## src/rtl/handshake_latency_monitor_if.sv

```systemverilog
// Bundles the req/ack handshake, the monitor controls and the per-channel event outputs.
// Ports: en, clr_err, req, ack (driven by the observed side / master);
//        busy, pass, err_early, err_timeout, err_spurious, err_sticky, err_cnt (driven by the monitor / slave).
interface handshake_latency_monitor_if #(
  parameter int NUM_CH = 4,
  parameter int CNT_W  = 8
);
  logic              en;
  logic              clr_err;
  logic [NUM_CH-1:0] req;
  logic [NUM_CH-1:0] ack;
  logic [NUM_CH-1:0] busy;
  logic [NUM_CH-1:0] pass;
  logic [NUM_CH-1:0] err_early;
  logic [NUM_CH-1:0] err_timeout;
  logic [NUM_CH-1:0] err_spurious;
  logic              err_sticky;
  logic [CNT_W-1:0]  err_cnt;

  modport master (
    output en, clr_err, req, ack,
    input  busy, pass, err_early, err_timeout, err_spurious, err_sticky, err_cnt
  );

  modport slave (
    input  en, clr_err, req, ack,
    output busy, pass, err_early, err_timeout, err_spurious, err_sticky, err_cnt
  );
endinterface

```

## src/rtl/handshake_latency_monitor.sv

```systemverilog
// Per-channel req->ack latency checker: flags acks that are early, late (timeout) or unsolicited,
// and aggregates errors into a sticky flag and a saturating counter. All outputs registered (1 cycle).
// Ports: clk, rst (async active-high), mon (slave modport: en/clr_err/req/ack in, events/busy/err_* out).
module handshake_latency_monitor #(
  parameter int NUM_CH  = 4,
  parameter int MIN_LAT = 2,
  parameter int MAX_LAT = 4,
  parameter int CNT_W   = 8
) (
  input  logic                          clk,
  input  logic                          rst,
  handshake_latency_monitor_if.slave    mon
);
  localparam int LAT_W = $clog2(MAX_LAT + 2);
  localparam int N_W   = $clog2(NUM_CH + 1);
  localparam int SUM_W = CNT_W + N_W;

  typedef enum logic {IDLE = 1'b0, WAIT = 1'b1} state_t;

  generate
    if (NUM_CH < 1 || MIN_LAT < 1 || MAX_LAT < MIN_LAT) begin : g_bad_params
      $error("handshake_latency_monitor: illegal NUM_CH/MIN_LAT/MAX_LAT combination");
    end
  endgenerate

  state_t            state_q [NUM_CH];
  state_t            state_d [NUM_CH];
  logic [LAT_W-1:0]  lat_q   [NUM_CH];
  logic [LAT_W-1:0]  lat_d   [NUM_CH];
  logic [NUM_CH-1:0] pass_q, pass_d;
  logic [NUM_CH-1:0] early_q, early_d;
  logic [NUM_CH-1:0] timeout_q, timeout_d;
  logic [NUM_CH-1:0] spur_q, spur_d;
  logic              sticky_q, sticky_d;
  logic [CNT_W-1:0]  cnt_q, cnt_d;
  logic [N_W-1:0]    n_err;
  logic [CNT_W-1:0]  cnt_base;
  logic [SUM_W-1:0]  cnt_sum;

  always_comb begin
    for (int i = 0; i < NUM_CH; i++) begin
      state_d[i]   = state_q[i];
      lat_d[i]     = lat_q[i];
      pass_d[i]    = 1'b0;
      early_d[i]   = 1'b0;
      timeout_d[i] = 1'b0;
      spur_d[i]    = 1'b0;
      if (!mon.en) begin
        state_d[i] = IDLE;
        lat_d[i]   = '0;
      end else begin
        case (state_q[i])
          IDLE: begin
            if (mon.req[i]) begin
              // a req sampled together with an ack arms the channel; the ack is not spurious
              state_d[i] = WAIT;
              lat_d[i]   = LAT_W'(1);
            end else if (mon.ack[i]) begin
              spur_d[i] = 1'b1;
            end
          end
          WAIT: begin
            if (mon.ack[i] || lat_q[i] >= LAT_W'(MAX_LAT)) begin
              if (mon.ack[i]) begin
                if (lat_q[i] < LAT_W'(MIN_LAT)) early_d[i] = 1'b1;
                else                            pass_d[i]  = 1'b1;
              end else begin
                timeout_d[i] = 1'b1;
              end
              // the request that closes the window on the same edge starts a new one
              if (mon.req[i]) begin
                state_d[i] = WAIT;
                lat_d[i]   = LAT_W'(1);
              end else begin
                state_d[i] = IDLE;
                lat_d[i]   = '0;
              end
            end else begin
              // req while waiting is ignored: the outstanding window keeps running
              lat_d[i] = lat_q[i] + LAT_W'(1);
            end
          end
        endcase
      end
    end

    n_err = '0;
    for (int i = 0; i < NUM_CH; i++) begin
      n_err = n_err + N_W'(early_d[i] | timeout_d[i] | spur_d[i]);
    end

    // errors on the clearing edge survive the clear
    cnt_base = mon.clr_err ? '0 : cnt_q;
    cnt_sum  = SUM_W'(cnt_base) + SUM_W'(n_err);
    cnt_d    = (cnt_sum > SUM_W'({CNT_W{1'b1}})) ? {CNT_W{1'b1}} : cnt_sum[CNT_W-1:0];
    sticky_d = (n_err != '0) | (sticky_q & ~mon.clr_err);
  end

  always_ff @(posedge clk or posedge rst) begin
    if (rst) begin
      for (int i = 0; i < NUM_CH; i++) begin
        state_q[i] <= IDLE;
        lat_q[i]   <= '0;
      end
      pass_q    <= '0;
      early_q   <= '0;
      timeout_q <= '0;
      spur_q    <= '0;
      sticky_q  <= 1'b0;
      cnt_q     <= '0;
    end else begin
      for (int i = 0; i < NUM_CH; i++) begin
        state_q[i] <= state_d[i];
        lat_q[i]   <= lat_d[i];
      end
      pass_q    <= pass_d;
      early_q   <= early_d;
      timeout_q <= timeout_d;
      spur_q    <= spur_d;
      sticky_q  <= sticky_d;
      cnt_q     <= cnt_d;
    end
  end

  generate
    for (genvar g = 0; g < NUM_CH; g++) begin : g_busy
      assign mon.busy[g] = (state_q[g] == WAIT);
    end
  endgenerate

  assign mon.pass         = pass_q;
  assign mon.err_early    = early_q;
  assign mon.err_timeout  = timeout_q;
  assign mon.err_spurious = spur_q;
  assign mon.err_sticky   = sticky_q;
  assign mon.err_cnt      = cnt_q;
endmodule

```

## src/flat_wrapper.sv

```systemverilog
// flat-port wrapper written by rule: the top's interface ports become plain ports
module handshake_latency_monitor_flat 
#(
  parameter int NUM_CH  = 4,
  parameter int MIN_LAT = 2,
  parameter int MAX_LAT = 4,
  parameter int CNT_W   = 8
)
  (clk, rst, mon_en, mon_clr_err, mon_req, mon_ack, mon_busy, mon_pass, mon_err_early, mon_err_timeout, mon_err_spurious, mon_err_sticky, mon_err_cnt);
  handshake_latency_monitor_if #(.NUM_CH(NUM_CH), .CNT_W(CNT_W)) mon_i ();
  input  logic clk;
  input  logic rst;
  input wire logic [$bits(mon_i.en)-1:0] mon_en;
  input wire logic [$bits(mon_i.clr_err)-1:0] mon_clr_err;
  input wire logic [$bits(mon_i.req)-1:0] mon_req;
  input wire logic [$bits(mon_i.ack)-1:0] mon_ack;
  output wire logic [$bits(mon_i.busy)-1:0] mon_busy;
  output wire logic [$bits(mon_i.pass)-1:0] mon_pass;
  output wire logic [$bits(mon_i.err_early)-1:0] mon_err_early;
  output wire logic [$bits(mon_i.err_timeout)-1:0] mon_err_timeout;
  output wire logic [$bits(mon_i.err_spurious)-1:0] mon_err_spurious;
  output wire logic [$bits(mon_i.err_sticky)-1:0] mon_err_sticky;
  output wire logic [$bits(mon_i.err_cnt)-1:0] mon_err_cnt;
  assign mon_i.en = mon_en;
  assign mon_i.clr_err = mon_clr_err;
  assign mon_i.req = mon_req;
  assign mon_i.ack = mon_ack;
  assign mon_busy = mon_i.busy;
  assign mon_pass = mon_i.pass;
  assign mon_err_early = mon_i.err_early;
  assign mon_err_timeout = mon_i.err_timeout;
  assign mon_err_spurious = mon_i.err_spurious;
  assign mon_err_sticky = mon_i.err_sticky;
  assign mon_err_cnt = mon_i.err_cnt;
  handshake_latency_monitor #(.NUM_CH(NUM_CH), .MIN_LAT(MIN_LAT), .MAX_LAT(MAX_LAT), .CNT_W(CNT_W)) u_core (.clk(clk), .rst(rst), .mon(mon_i));
endmodule
```

## config.mk

```make
export PLATFORM = sky130hd
export DESIGN_NAME = handshake_latency_monitor_flat
export DESIGN_NICKNAME = d
export VERILOG_FILES = /design/src/rtl/handshake_latency_monitor_if.sv /design/src/rtl/handshake_latency_monitor.sv /design/src/flat_wrapper.sv
export SDC_FILE = /design/constraint.sdc
export NUM_CORES = 1
export LEC_CHECK = 0
export BUFFER_PORTS_ARGS = -buffer_cell sky130_fd_sc_hd__buf_4
export CORE_UTILIZATION = 46
export CTS_CLUSTER_DIAMETER = 50
export DETAILED_ROUTE_END_ITERATION = 6
export GPL_TIMING_DRIVEN = 0
export MAX_ROUTING_LAYER = met4
export PLACE_DENSITY = 0.69
export SLEW_MARGIN = 10
export SYNTH_ARGS = -nofsm -noshare
export SYNTH_HDL_FRONTEND = slang
export SYNTH_SLANG_ARGS = --single-unit
```

## constraint.sdc

```tcl
create_clock -name clk -period 4.36 [get_ports clk]
set_input_delay 0 -clock clk [delete_from_list [all_inputs] [get_ports clk]]
set_output_delay 0 -clock clk [all_outputs]
set_load 0.05 [all_outputs]
```

==> qor.csv, run 1 <==
stage,metric,value,unit
timing,max_freq,273,MHz
place,dpl.hpwl,2.81,mm
clocking,cts_hold_buffers,7,
finish,diodes,0,
global_route,grt_first_pass_wirelength,6.59,mm
worst_setup_path,r2r_end,u_core.mon.err_cnt[5],
global_route,met3_usage,6.34,%
synthesis,netlist_top_cells_area,"dfrtp_1 53%, ha_1 5.9%, nor2b_1 5.2%",
worst_setup_path,critPathRequiredTime,4.52,ns
worst_setup_path,cp-end-kind,register,
global_route,grt-busiest-layer,met2,
synthesis,synth.largest_area_cell,dfrtp_1,
synthesis,ys.flop_type,dfrtp_1,
synthesis,synth_edf_count,0,
floorplanning,die_w,66.7,um
routing,final_antenna_net_count,0,
synthesis,synthTopCellsByCount,"41 x dfrtp_1, 18 x nor2_1, 16 x nor2b_1, 9 x ha_1",
timing,hold_viol,0,
synthesis,yosys_warnings,0,
place,place_congestion,0.760,
global_route,antenna_found_initial,0,
outcome,status,"complete, no violations",
floorplanning,die-area,0.00444,mm^2
clocking,clock_path_buffers,2,
routing,wl_per_cell,14.5,um
synthesis,ys_seq_area_share,53.4,%
worst_hold_path,whs_endpoint,u_core.mon.err_spurious[3],
worst_setup_path,worstReg2RegStart,u_core.mon.busy[1],
synthesis,synth.top_cell.area_share,53.4,%
synthesis,async_flop_share,100,%
clocking,htree_levels,2,
worst_setup_path,ff2ff_setup_slack,0.70,ns
floorplanning,fp.dieH,66.7,um
synthesis,syn_area,0.00192,mm^2
floorplanning,core-area,0.00400,mm^2
clocking,clock_sinks,41,
clocking,post_cts_resized,0,
pwr,p_per_area,355,mW/mm^2
routing,vias,1546,
finish,final_cell_area,0.00244,mm^2
timing,min_period,3.66,ns
timing,tightest_slew,0.847,ns
clocking,cts-buffers-inserted,5,
timing,period_share,83.9,%
synthesis,ys_types,36,
clocking,clk_latency,0.29,ns
routing,vias_per_cell,5.58,
routing,first_pass_iters,4,
routing,drc,0,
synthesis,synth.most_common_cell,dfrtp_1,
routing,drtIter0Drc,78,
timing,slew_viol_final,0,
worst_setup_path,critPathKind,register to register,
job,cap_viol_max_count,0,
worst_hold_path,holdPathStages,2,
pwr,p_leak,1.23,nW
floorplanning,start_util,48.1,%
clocking,cts_root_buf,clkbuf_8,
worst_setup_path,cp_max_fo,9,
timing,finClkSkew,0.00544,ns
synthesis,synth_seq_cells,41,
worst_setup_path,reg2regPathDepth,12,
synthesis,syn_nets,196,
worst_setup_path,cp.arrival,3.82,ns
global_route,grt_util_met2,34.6,%
pwr,ir_worst_vdd,0.249,mV
global_route,grt_max_degree,42,
finish,nets,250,
worst_hold_path,min_path_type,input pin to register,
finish,syn2layout_area_growth,27.0,%
global_route,use_met1,23.4,%
finish,multi_input_area,865,um^2
synthesis,syn_avg_cell_area,11.1,um^2
synthesis,netlist_instances,173,
worst_hold_path,min_from,mon_ack[3],
worst_setup_path,start_kind,register,
place,dpl_cell_area,0.00229,mm^2
finish,layout.area.seq,0.00103,mm^2
clocking,cts_tree,done,
finish,drive_gt1_share,23.3,%
clocking,post-cts-setup-buffers,0,
place,io_buffers,40,
clocking,path_clk_slew,0.07,ns
routing,wl,4.03,mm
global_route,gr-total-overflow,0,
timing,slew_headroom,43.4,%
timing,final.setup.tns,0,ns
finish,fillers,345,
global_route,grt_pass1_vias,1481,
floorplanning,num_rows,23,
timing,setup_violations,0,
floorplanning,num_io_pins,41,
timing,rsz0062_at_grt,false,
global_route,grtUsageTotal,21.0,%
## flip-flops by register name, indices dropped and copies added, names as in the netlist
signal,count
u_core.mon.err_sticky,1
u_core.mon.pass,4
u_core.mon.err_cnt,8
u_core.mon.err_timeout,4
u_core.lat_q,12
u_core.mon.err_spurious,4
u_core.mon.busy,4
u_core.mon.err_early,4
## metrics by stage
step | hold WS, ns | cells | setup WS (ns) | total power (W) | utilization (%)
2_1_floorplan | 0.0631 | 173 | 0.659 | 0.000555 | -
3_3_place_gp | 0.216 | 263 | 0.776 | 0.000614 | 57.1
3_5_place_dp | 0.219 | 263 | 0.686 | 0.000620 | 57.1
4_1_cts | 0.00905 | 277 | 0.689 | 0.000872 | 61.1
5_1_grt | 0.0150 | 277 | 0.489 | 0.000907 | 61.1
6_report | 0.00961 | 277 | 0.700 | 0.000867 | 61.1
## logic make-up (layout without fill, tap and decap cells)
logic type | Yosys count | in the layout | synth area share (%)
AND/OR/NAND/NOR | 74 | 74 | 21.9
multiplexers | 3 | 3 | 1.69
adder cells (fa/ha/maj) | 11 | 11 | 7.94
flip-flops | 41 | 41 | 53.4
XOR/XNOR | 3 | 3 | 1.37
buffers and inverters | 8 | 62 | 1.69
AO/OA/AOI/OAI | 33 | 33 | 12.0
## how the worst max path moves through the flow
stage | slack (ns) | startpoint | endpoint
5_1_grt | 0.49 | u_core.mon.busy[1] | u_core.mon.err_cnt[4]
4_1_cts | 0.69 | u_core.mon.busy[1] | u_core.mon.err_cnt[5]
3_5_place_dp | 0.69 | u_core.mon.busy[1] | u_core.mon.err_cnt[5]
2_1_floorplan | 0.66 | u_core.mon.busy[1] | u_core.mon.err_cnt[5]
6_report | 0.70 | u_core.mon.busy[1] | u_core.mon.err_cnt[5]
3_3_place_gp | 0.78 | u_core.mon.busy[1] | u_core.mon.err_cnt[5]
## worst max-delay path, stage by stage (launching register included)
cell and delay, ns:
dfrtp_1 0.34, buf_2 0.19, nor2_1 0.08, and3_1 0.19
or3_1 0.39, fa_1 0.48, ha_1 0.21, ha_1 0.33
fa_1 0.49, a21oi_1 0.22, and4b_1 0.25, nand3_1 0.22
o211ai_1 0.13
## layer usage
metal	part of all wire, %	wire length (um)
met4	1.4	57
met5	0	0
met3	4.7	189
met1	43	1750
met2	51	2040
## layout by cell type (no fill, tap or decap), types with 3 or more instances in the layout
master          n
or3_1           3
and4b_1         4
clkbuf_8        6
ha_1            9
dfrtp_1        41
clkbuf_1        4
a21oi_1         6
nand2_1         7
nor3_1          4
nand2b_1        3
a32oi_1         6
o311a_1         3
nor2b_1        16
and3_1          4
dlygate4sd3_1   7
nor2_1         18
o21ai_0         7
and2b_1         3
nand3_1         4
buf_4          40
nor3b_1         4
## cell type report
type	instances	area share [%]
sequential	41	42.0
multi-input combinational	124	35.4
timing repair buffer	47	15.2
clock buffer	7	3.53
tap	50	2.56
buffer	5	0.871
inverter	3	0.461
## power by group
group	internal, W	switching [W]
combinational	0.0000704	0.000128
sequential	0.000403	0.0000159
clock	0.000126	0.000124
No activity file was read; power rests on OpenSTA's default activity.
==> run 2: changes to the inputs <==
--- a/config.mk
+++ b/config.mk
@@ -5,6 +5,7 @@
 export SDC_FILE = /design/constraint.sdc
 export NUM_CORES = 1
 export LEC_CHECK = 0
+export ABC_AREA = 1
 export BUFFER_PORTS_ARGS = -buffer_cell sky130_fd_sc_hd__buf_4
 export CORE_UTILIZATION = 46
 export CTS_CLUSTER_DIAMETER = 50
==> constraint.sdc (replaced) <==
create_clock -name clk -period 3.7 [get_ports clk]
set_input_delay 0 -clock clk [delete_from_list [all_inputs] [get_ports clk]]
set_output_delay 0 -clock clk [all_outputs]
set_load 0.05 [all_outputs]
==> run 2 against run 1 <==
Effect of this change: worst setup slack worse by 0.21 ns; clock-buffer cell count stayed put; total power is 28% higher; critical path type unchanged; largest cell class unchanged.
==> qor.csv, run 2 <==
stage,metric,value,unit,change
global_route,antenna_found_initial,0,,unchanged
worst_setup_path,cp.arrival,3.39,ns,-0.43 ns
global_route,grtUsageTotal,20.8,%,-0.16 points
routing,vias_per_cell,4.89,,-12%
global_route,gr-total-overflow,0,,unchanged
routing,vias,1667,,+7.8%
finish,final_cell_area,0.00262,mm^2,+7.3%
clocking,cts_tree,done,,
synthesis,ys_types,24,,-33%
global_route,grt_first_pass_wirelength,6.76,mm,+2.6%
floorplanning,fp.dieH,68.5,um,+2.7%
synthesis,ys_seq_area_share,50.5,%,-2.9 points
finish,layout_common_cells,"44 x nand2_1, 43 x inv_1, 41 x dfrtp_1",,
clocking,htree_levels,2,,unchanged
synthesis,synth.largest_area_cell,dfrtp_1,,
timing,rsz0062_at_grt,false,,
synthesis,syn_area,0.00203,mm^2,+5.7%
floorplanning,core-area,0.00412,mm^2,+2.9%
timing,slew_viol_final,0,,unchanged
worst_setup_path,start_kind,register,,
worst_setup_path,critPathRequiredTime,3.88,ns,-0.64 ns
finish,nets,313,,+25%
clocking,cts_root_buf,clkbuf_8,,
pwr,p_per_area,423,mW/mm^2,+19%
outcome,status,"complete, no violations",,
finish,syn2layout_area_growth,28.9,%,
floorplanning,die-area,0.00469,mm^2,+5.6%
clocking,post_cts_resized,0,,unchanged
clocking,clk_latency,0.29,ns,about the same
timing,min_period,3.21,ns,-0.454 ns
synthesis,netlist_top_cells_area,"dfrtp_1 50%, inv_1 8.1%, nand2_1 8.1%",,
finish,drive_gt1_share,23.4,%,about the same
clocking,cts-buffers-inserted,5,,unchanged
global_route,grt_pass1_vias,1600,,+8.0%
synthesis,ys.flop_type,dfrtp_1,,
timing,hold_viol,0,,unchanged
worst_setup_path,cp_max_fo,8,,-1
synthesis,syn_avg_cell_area,8.69,um^2,-22%
pwr,ir_worst_vdd,0.240,mV,-3.7%
worst_setup_path,cp-end-kind,register,,
place,place_congestion,0.817,,+7.6%
clocking,clock_path_buffers,2,,unchanged
global_route,grt_max_degree,24,,-43%
routing,wl,4.07,mm,+0.89%
floorplanning,num_io_pins,41,,unchanged
floorplanning,num_rows,23,,unchanged
worst_setup_path,critPathKind,register to register,,
routing,drtIter0Drc,86,,+10%
synthesis,async_flop_share,100,%,unchanged
finish,largest_register,u_core.lat_q,,
timing,max_freq,312,MHz,+14%
place,io_buffers,40,,unchanged
worst_hold_path,min_path_type,input pin to register,,
synthesis,netlist_instances,234,,+35%
pwr,p_leak,1.52,nW,+24%
routing,drc,0,,unchanged
clocking,path_clk_slew,0.08,ns,about the same
timing,setup_violations,0,,unchanged
place,dpl.hpwl,3.02,mm,+7.5%
timing,slew_headroom,70.3,%,+27 points
finish,final_common_cell,nand2_1,,
finish,final_util,63.7,%,+2.6 points
synthesis,synthTopCellsByCount,"44 x inv_1, 44 x nand2_1, 41 x dfrtp_1, 27 x nand3_1, 20 x nor2_1",,
synthesis,syn_nets,257,,+31%
finish,largest_register_ffs,12,,unchanged
clocking,clock_sinks,41,,unchanged
job,cap_viol_max_count,0,,unchanged
routing,final_antenna_net_count,0,,unchanged
routing,wl_per_cell,11.9,um,-18%
finish,diodes,0,,unchanged
timing,tightest_slew,0.444,ns,-0.403 ns
floorplanning,start_util,49.4,%,+1.3 points
routing,first_pass_iters,4,,unchanged
place,dpl_cell_area,0.00242,mm^2,+6.0%
timing,finClkSkew,0.00233,ns,-0.00310 ns
synthesis,synth_seq_cells,41,,unchanged
synthesis,synth.top_cell.area_share,50.5,%,-2.9 points
timing,final.setup.tns,0,ns,unchanged
synthesis,yosys_warnings,0,,unchanged
synthesis,synth_edf_count,0,,unchanged
timing,period_share,86.7,%,+2.7 points
floorplanning,die_w,68.5,um,+2.7%
## run 2: layer usage
metal  global-route usage, %  part of all wire (%)  up-vias
li1                        -                     -      852
met1                    23.8                    45      778
met2                    34.7                    50       33
met3                    5.50                   3.7        4
met4                    7.81                   1.2        0
met5                       -                     0        -
## run 2: timing repair
action,in CTS,in global routing
setup buffers,0,0
hold buffers,8,0
endpoints found under the hold margin,35,0
## run 2: final cells by class
cell class / instances / area (um^2)
buffer: 3 / 15.0
clock buffer: 7 / 86.3
clock inverter: 1 / 30.0
fill: 345 / 1500
inverter: 47 / 179
multi-input combinational: 143 / 813
sequential: 41 / 1030
tap: 50 / 62.6
timing repair buffer: 49 / 408
## run 2: cell families after synthesis
group,share of synthesized area (%)
flip-flops,50.5
AO/OA/AOI/OAI,5.17
adder cells (fa/ha/maj),7.51
buffers and inverters,9.54
AND/OR/NAND/NOR,27.3
## run 2: stage by stage
stage	setup WS, ns	hold WS, ns	total power, W	instances
6_report	0.494	0.0254	0.00111	341
5_1_grt	0.263	0.0381	0.00117	341
2_1_floorplan	0.520	0.123	0.000661	234
3_3_place_gp	0.569	0.249	0.000730	324
3_5_place_dp	0.499	0.0394	0.000740	325
4_1_cts	0.472	0.0125	0.00113	341
## run 2: final timing paths
path	cells past startpoint	startpoint	slack, ns	to
worst min-delay path	4	mon_clr_err	0.03	u_core.mon.err_sticky
worst min register to register	2	u_core.mon.err_sticky	0.49	u_core.mon.err_sticky
worst max register to register	14	u_core.mon.busy[1]	0.49	u_core.mon.err_cnt[4]
max in group asynchronous	4	rst	2.97	u_core.mon.busy[0]
min in group asynchronous	3	rst	0.27	u_core.mon.err_cnt[4]
worst max-delay path	14	u_core.mon.busy[1]	0.49	u_core.mon.err_cnt[4]
## run 2: power breakdown
group / total, W / internal [W] / leakage, nW / switching (W)
logic: 0.000243 / 0.0000806 / 0.914 / 0.000162
clock network: 0.000372 / 0.000220 / 0.0585 / 0.000152
registers: 0.000493 / 0.000475 / 0.552 / 0.0000182
total: 0.00111 / 0.000775 / 1.52 / 0.000333
## run 2: worst max-delay path: stages (launching register included)
cell,delay (ns)
dfrtp_1,0.38
buf_2,0.18
nor3_4,0.29
nand2_1,0.12
nand3_1,0.12
fa_1,0.43
ha_1,0.21
ha_1,0.33
fa_1,0.46
nand2_1,0.11
nand2_1,0.14
nand2_1,0.11
o21ai_0,0.07
o21ai_0,0.07
nand2_1,0.06
